### src/rtl/seven_seg_scanner.sv
// Multiplexed, active-low 7-segment display scanner.
// Each digit gets one slot. The slot starts with a guard window with all
// anodes off, and then the digit is driven. Display data moves from a
// pending buffer to the active set only at frame boundaries.
// Digits can be blanked or made to blink, and every output is registered.
module seven_seg_scanner #(
    parameter int NUM_DIGITS   = 8,
    parameter int SCAN_DIV     = 50000,
    parameter int GUARD        = 500,
    parameter int BLINK_FRAMES = 64
) (
    input  logic                      clk,
    input  logic                      reset_n,
    input  logic                      load,
    input  logic [4*NUM_DIGITS-1:0]   digit_data,
    input  logic [NUM_DIGITS-1:0]     blank_mask,
    input  logic [NUM_DIGITS-1:0]     blink_mask,
    output logic [6:0]                seg_n,
    output logic [NUM_DIGITS-1:0]     an_n,
    output logic                      frame_done
);

    localparam int DW = 4 * NUM_DIGITS;
    localparam int SW = (SCAN_DIV > 1) ? $clog2(SCAN_DIV) : 1;
    localparam int IW = (NUM_DIGITS > 1) ? $clog2(NUM_DIGITS) : 1;
    localparam int BW = (BLINK_FRAMES > 1) ? $clog2(BLINK_FRAMES) : 1;

    localparam logic [SW-1:0]         SLOT_LAST  = SW'(SCAN_DIV - 1);
    localparam logic [SW-1:0]         SLOT_ONE   = SW'(1);
    localparam logic [SW-1:0]         SLOT_ZERO  = SW'(0);
    localparam logic [SW-1:0]         GUARD_END  = SW'(GUARD);
    localparam logic [IW-1:0]         IDX_LAST   = IW'(NUM_DIGITS - 1);
    localparam logic [IW-1:0]         IDX_ONE    = IW'(1);
    localparam logic [IW-1:0]         IDX_ZERO   = IW'(0);
    localparam logic [BW-1:0]         BLINK_LAST = BW'(BLINK_FRAMES - 1);
    localparam logic [BW-1:0]         BLINK_ONE  = BW'(1);
    localparam logic [BW-1:0]         BLINK_ZERO = BW'(0);
    localparam logic [NUM_DIGITS-1:0] AN_ONE     = NUM_DIGITS'(1);
    localparam logic [6:0]            SEG_DARK   = 7'h7F;

    // Hex nibble to active-low segment pattern {g,f,e,d,c,b,a}
    function automatic logic [6:0] hex_to_seg_n(input logic [3:0] nib);
        logic [6:0] s;
        case (nib)
            4'h0:    s = 7'h40;
            4'h1:    s = 7'h79;
            4'h2:    s = 7'h24;
            4'h3:    s = 7'h30;
            4'h4:    s = 7'h19;
            4'h5:    s = 7'h12;
            4'h6:    s = 7'h02;
            4'h7:    s = 7'h78;
            4'h8:    s = 7'h00;
            4'h9:    s = 7'h10;
            4'hA:    s = 7'h08;
            4'hB:    s = 7'h03;
            4'hC:    s = 7'h46;
            4'hD:    s = 7'h21;
            4'hE:    s = 7'h06;
            4'hF:    s = 7'h0E;
            default: s = SEG_DARK;
        endcase
        return s;
    endfunction

    // Scan position
    logic [SW-1:0]         slot_cnt_r;
    logic [IW-1:0]         digit_idx_r;
    // Pending buffer, written by load
    logic [DW-1:0]         pend_data_r;
    logic [NUM_DIGITS-1:0] pend_blank_r;
    logic [NUM_DIGITS-1:0] pend_blink_r;
    logic                  pend_valid_r;
    // Active set, which is what is being displayed
    logic [DW-1:0]         act_data_r;
    logic [NUM_DIGITS-1:0] act_blank_r;
    logic [NUM_DIGITS-1:0] act_blink_r;
    logic                  act_valid_r;
    // Blink timing
    logic [BW-1:0]         blink_cnt_r;
    logic                  blink_on_r;
    // Output registers
    logic [6:0]            seg_n_r;
    logic [NUM_DIGITS-1:0] an_n_r;
    logic                  frame_done_r;

    logic                  slot_wrap_s;
    logic                  frame_end_s;
    logic [SW-1:0]         slot_nxt_s;
    logic [IW-1:0]         idx_nxt_s;
    logic [DW-1:0]         pend_data_nxt_s;
    logic [NUM_DIGITS-1:0] pend_blank_nxt_s;
    logic [NUM_DIGITS-1:0] pend_blink_nxt_s;
    logic                  pend_valid_nxt_s;
    logic [DW-1:0]         act_data_nxt_s;
    logic [NUM_DIGITS-1:0] act_blank_nxt_s;
    logic [NUM_DIGITS-1:0] act_blink_nxt_s;
    logic                  act_valid_nxt_s;
    logic [BW-1:0]         blink_cnt_nxt_s;
    logic                  blink_on_nxt_s;
    logic [DW-1:0]         data_shift_s;
    logic [NUM_DIGITS-1:0] blank_shift_s;
    logic [NUM_DIGITS-1:0] blink_shift_s;
    logic [3:0]            nib_s;
    logic                  dark_s;
    logic [6:0]            seg_nxt_s;
    logic [NUM_DIGITS-1:0] an_nxt_s;

    // Next scan position, and detection of the slot wrap and the frame boundary
    always_comb begin
        slot_wrap_s = (slot_cnt_r == SLOT_LAST);
        frame_end_s = slot_wrap_s && (digit_idx_r == IDX_LAST);
        if (slot_wrap_s) begin
            slot_nxt_s = SLOT_ZERO;
            if (digit_idx_r == IDX_LAST) begin
                idx_nxt_s = IDX_ZERO;
            end else begin
                idx_nxt_s = digit_idx_r + IDX_ONE;
            end
        end else begin
            slot_nxt_s = slot_cnt_r + SLOT_ONE;
            idx_nxt_s  = digit_idx_r;
        end
    end

    // Pending and active data updates. A load on the boundary cycle bypasses pending.
    always_comb begin
        pend_data_nxt_s  = pend_data_r;
        pend_blank_nxt_s = pend_blank_r;
        pend_blink_nxt_s = pend_blink_r;
        pend_valid_nxt_s = pend_valid_r;
        act_data_nxt_s   = act_data_r;
        act_blank_nxt_s  = act_blank_r;
        act_blink_nxt_s  = act_blink_r;
        act_valid_nxt_s  = act_valid_r;
        if (frame_end_s) begin
            pend_valid_nxt_s = 1'b0;
            if (load) begin
                act_data_nxt_s  = digit_data;
                act_blank_nxt_s = blank_mask;
                act_blink_nxt_s = blink_mask;
                act_valid_nxt_s = 1'b1;
            end else if (pend_valid_r) begin
                act_data_nxt_s  = pend_data_r;
                act_blank_nxt_s = pend_blank_r;
                act_blink_nxt_s = pend_blink_r;
                act_valid_nxt_s = 1'b1;
            end else begin
                act_valid_nxt_s = act_valid_r;
            end
        end else if (load) begin
            pend_data_nxt_s  = digit_data;
            pend_blank_nxt_s = blank_mask;
            pend_blink_nxt_s = blink_mask;
            pend_valid_nxt_s = 1'b1;
        end else begin
            pend_valid_nxt_s = pend_valid_r;
        end
    end

    // Blink frame counter and phase. Both change only at frame boundaries.
    always_comb begin
        blink_cnt_nxt_s = blink_cnt_r;
        blink_on_nxt_s  = blink_on_r;
        if (frame_end_s) begin
            if (blink_cnt_r == BLINK_LAST) begin
                blink_cnt_nxt_s = BLINK_ZERO;
                blink_on_nxt_s  = ~blink_on_r;
            end else begin
                blink_cnt_nxt_s = blink_cnt_r + BLINK_ONE;
            end
        end else begin
            blink_cnt_nxt_s = blink_cnt_r;
        end
    end

    // Segment and anode values for the next cycle. The glyph uses the active
    // set as it will be after this edge. Until the first data is applied
    // after reset, the display stays dark.
    always_comb begin
        data_shift_s  = act_data_nxt_s >> {idx_nxt_s, 2'b00};
        blank_shift_s = act_blank_nxt_s >> idx_nxt_s;
        blink_shift_s = act_blink_nxt_s >> idx_nxt_s;
        nib_s         = data_shift_s[3:0];
        dark_s        = !act_valid_nxt_s || blank_shift_s[0] ||
                        (blink_shift_s[0] && !blink_on_nxt_s);
        if (dark_s) begin
            seg_nxt_s = SEG_DARK;
        end else begin
            seg_nxt_s = hex_to_seg_n(nib_s);
        end
        if (slot_nxt_s < GUARD_END) begin
            an_nxt_s = '1;
        end else begin
            an_nxt_s = ~(AN_ONE << idx_nxt_s);
        end
    end

    // Scan position registers
    always_ff @(posedge clk or negedge reset_n) begin
        if (!reset_n) begin
            slot_cnt_r  <= SLOT_ZERO;
            digit_idx_r <= IDX_ZERO;
        end else begin
            slot_cnt_r  <= slot_nxt_s;
            digit_idx_r <= idx_nxt_s;
        end
    end

    // Pending and active display data registers
    always_ff @(posedge clk or negedge reset_n) begin
        if (!reset_n) begin
            pend_data_r  <= '0;
            pend_blank_r <= '0;
            pend_blink_r <= '0;
            pend_valid_r <= 1'b0;
            act_data_r   <= '0;
            act_blank_r  <= '0;
            act_blink_r  <= '0;
            act_valid_r  <= 1'b0;
        end else begin
            pend_data_r  <= pend_data_nxt_s;
            pend_blank_r <= pend_blank_nxt_s;
            pend_blink_r <= pend_blink_nxt_s;
            pend_valid_r <= pend_valid_nxt_s;
            act_data_r   <= act_data_nxt_s;
            act_blank_r  <= act_blank_nxt_s;
            act_blink_r  <= act_blink_nxt_s;
            act_valid_r  <= act_valid_nxt_s;
        end
    end

    // Blink state registers. The phase resets to visible.
    always_ff @(posedge clk or negedge reset_n) begin
        if (!reset_n) begin
            blink_cnt_r <= BLINK_ZERO;
            blink_on_r  <= 1'b1;
        end else begin
            blink_cnt_r <= blink_cnt_nxt_s;
            blink_on_r  <= blink_on_nxt_s;
        end
    end

    // Registered outputs. seg_n changes only at slot start; frame_done follows the boundary.
    always_ff @(posedge clk or negedge reset_n) begin
        if (!reset_n) begin
            seg_n_r      <= SEG_DARK;
            an_n_r       <= '1;
            frame_done_r <= 1'b0;
        end else begin
            if (slot_nxt_s == SLOT_ZERO) begin
                seg_n_r <= seg_nxt_s;
            end else begin
                seg_n_r <= seg_n_r;
            end
            an_n_r       <= an_nxt_s;
            frame_done_r <= frame_end_s;
        end
    end

    assign seg_n      = seg_n_r;
    assign an_n       = an_n_r;
    assign frame_done = frame_done_r;

endmodule

### config.mk
export PLATFORM = sky130hd
export DESIGN_NAME = seven_seg_scanner
export DESIGN_NICKNAME = d
export VERILOG_FILES = /design/src/rtl/seven_seg_scanner.sv
export SDC_FILE = /design/constraint.sdc
export NUM_CORES = 1
export LEC_CHECK = 0
export BUFFER_PORTS_ARGS = -buffer_cell sky130_fd_sc_hd__buf_2
export CAP_MARGIN = 20
export CORE_UTILIZATION = 40
export DETAILED_ROUTE_END_ITERATION = 8
export SLEW_MARGIN = 20
export SYNTH_ARGS = -nofsm -noshare
export SYNTH_HDL_FRONTEND = slang
export SYNTH_SLANG_ARGS = --single-unit
### constraint.sdc
create_clock -name clk -period 6 [get_ports clk]
set_clock_uncertainty 0.2 [all_clocks]
set_input_delay 1.2 -clock clk [delete_from_list [all_inputs] [get_ports clk]]
set_output_delay 1.2 -clock clk [all_outputs]
set_load 0.05 [all_outputs]
==> flow_summary.toml <==
[worst_setup_path]
worstPathRequired_ps = 6140
cp-start-kind = "flip-flop"
crit_arrival_ps = 4570
critPathCaptureType = "flip-flop"
timing.rr.start = "slot_cnt_r[5]"
reg2reg_depth = 14
critPathKind = "flip-flop to flip-flop"
cp_max_fo = 17
r2r_slack_ps = 1570
crit-reg2reg-capture = "seg_n[3]"

[synth]
async_flop_share_pct = 100
synth-main-ff-cell = "dfrtp_1"
synth_edf_count = 0
ys_warn_count = 0
syn-instance-count = 680
synthesis.area_um2 = 6930
yosysSeqAreaShare_pct = 50.8
synth_area_leaders = "dfrtp_1 45%, mux2_2 8.3%, dfstp_2 6.1%"
synth_common_cells = "124 x dfrtp_1, 90 x nand2_1, 67 x nand3_1, 51 x mux2_2, 43 x a32oi_1"
yosysTopAreaCell = "dfrtp_1"
synth_area_per_cell_um2 = 10.2
synthDominantCellAreaShare_pct = 44.8
synth-seq-cells = 140
yosysUniqueCellTypes = 57
synth.most_common_cell = "dfrtp_1"
syn_nets = 741

[timing]
finalHoldViolCount = 0
timing.final.crit_share_pct = 73.9
setup_viol = 0
timing.fmax_mhz = 226
slew_violations = 0
tightest_slew_ps = 821
grt_setup_unrepaired = "false"
fin_setup_tns_ps = 0
min_period_ps = 4430
slew_headroom_pct = 45.3
worst_slack_ps = 1570

[clocking]
h-tree-depth = 4
cts_setup_buffers = 0
cts_root_buf = "clkbuf_16"
clkLatencyLatePin_ps = 420
cts_buffers = 17
cts.clk_slew.worst_paths_ps = 60
postCtsResizedCells = 0
cts_tree = "built"
clk_path_buf_depth = 2
cts_sinks = 140
hold_buffers = 0

[final_layout]
fin_util_pct = 48.1
final_nets = 790
regArea_um2 = 3520
drive_gt1_share_pct = 24.5
nFillCells = 1559
final-instance-count-excl-fill = 962
syn_to_final_growth_pct = 16.2
diodes = 0
final_area_um2 = 8060
multiInputGateArea_um2 = 3150

[min_path]
hp-class = "flip-flop to flip-flop"
min_from = "slot_cnt_r[0]"
holdPathStages = 1
whs_endpoint = "slot_cnt_r[0]"

[power_and_ir_drop]
leakage_nw = 3.60
p_sw_mw = 0.468
switching_share_pct = 21.5
power_density_nw_per_um2 = 270
pwr-share-clk_pct = 49.5
seqPwrFrac_pct = 45.9
p_int_mw = 1.71
pwr-share-comb_pct = 4.6
ir_worst_vdd_v = 0.000195

[route]
drt-wirelength-per-cell_um = 18.0
vias = 5458
avgViaCountPerCell = 5.67
drtIter0Drc = 371
drc_errors = 0
routed_wl_um = 17400
drt.antenna.violating_nets = 0
dr.pass1.iters = 4

[placed_design]
portBuffers = 66
hpwl_um = 11600
place_area_um2 = 7450
pre_cts_ws_ps = 1440
dp_cells = 930
gp_congestion = 0.829

[floorplan]
die_y_um = 134
rows = 47
dieArea_um2 = 17900
die_w_um = 134
pin_count = 67
coreArea_um2 = 16800
initial_core_util_pct = 41.4

[grt]
grt_start_max_net_pins = 91
grt_pass1_wl_um = 28600
gr-total-overflow = 0
antenna_found_initial = 0
grt_pass1_vias = 5397
grt_use_total_pct = 20.7

[outcome]
status = "finished, final reports clean"

[job]
cap_violations = 0
-- state kept, by name, summed over array words and instances (netlist names) --
signal,count
blink_on_r,1
frame_done,1
act_valid_r,1
act_blank_r,8
digit_idx_r,3
seg_n,7
pend_blink_r,8
act_blink_r,8
pend_data_r,32
blink_cnt_r,6
act_data_r,32
pend_blank_r,8
pend_valid_r,1
an_n,8
slot_cnt_r,16
-- cell type report --
type / count / area share, %
Clock inverter: 11 / 1.75
Timing Repair Buffer: 77 / 5.36
Sequential cell: 140 / 43.7
Clock buffer: 21 / 5.84
Inverter: 18 / 0.839
Tap cell: 220 / 3.42
Multi-Input combinational cell: 475 / 39.1
-- how the worst max path moves through the flow --
stage | startpoint | endpoint
after floorplan | load | seg_n[1]
after global placement | load | seg_n[1]
after detailed placement | load | seg_n[1]
after CTS | slot_cnt_r[5] | seg_n[3]
after global routing | slot_cnt_r[5] | seg_n[3]
final | slot_cnt_r[5] | seg_n[3]
-- per-layer routing --
| layer | track usage (%) | part of all wire, % | vias up |
|---|---|---|---|
| met1 | 28.1 | 46 | 2717 |
| met5 | 0 | 0 | - |
| met3 | 4.79 | 4.8 | 19 |
| met4 | 6.50 | 1.4 | 0 |
| met2 | 32.6 | 48 | 164 |
| li1 | - | - | 2558 |
-- through the flow --
stage,total power [mW],hold slack [ps]
4_1_cts,2.20,277
6_report,2.17,277
2_1_floorplan,1.06,233
3_3_place_gp,1.11,244
5_1_grt,2.26,285
3_5_place_dp,1.12,260
-- critical path, cell delays in order, from the launching register on --
cell	delay, ps
dfrtp_1	420
or4b_4	600
nor4_4	280
buf_4	250
mux2i_1	210
buf_4	240
clkinv_1	390
mux2_2	410
o211ai_1	450
inv_1	140
ha_1	260
inv_1	90
mux2i_1	60
a22oi_1	230
a21oi_1	100
-- cells by family (layout without fill, tap and decap cells) --
kind of cell / Yosys count / after routing / share of synthesized area (%)
AOI/OAI and AO/OA: 116 / 116 / 12.0
and+or+nand+nor: 267 / 267 / 18.9
xor gates and xnor gates: 14 / 14 / 1.77
adders and majority gates: 10 / 10 / 1.81
buffers and inverters: 65 / 127 / 3.93
muxes: 68 / 68 / 10.7
DFF: 140 / 140 / 50.8
-- power by group through the flow --
stage | clock network [mW] | registers, mW | logic, mW
after floorplan | 0 | 1.01 | 0.0513
after global placement | 0 | 1.01 | 0.0999
after detailed placement | 0 | 1.01 | 0.103
after CTS | 1.10 | 0.996 | 0.103
after global routing | 1.14 | 1.00 | 0.112
final | 1.08 | 0.997 | 0.100
-- placed cells by master (no fill, tap or decap), drive strengths merged, types with 13 or more instances in the layout --
| cell | Yosys | routed |
|---|---|---|
| clkbuf | 26 | 21 |
| buf | 21 | 77 |
| nand2 | 90 | 90 |
| dfstp | 16 | 16 |
| and3 | 13 | 13 |
| a32oi | 43 | 43 |
| a21oi | 24 | 24 |
| nor2 | 42 | 42 |
| nand3 | 67 | 67 |
| inv | 16 | 16 |
| mux2 | 51 | 51 |
| dfrtp | 124 | 124 |
| mux2i | 17 | 17 |
No activity file was read; power rests on OpenSTA's default activity.
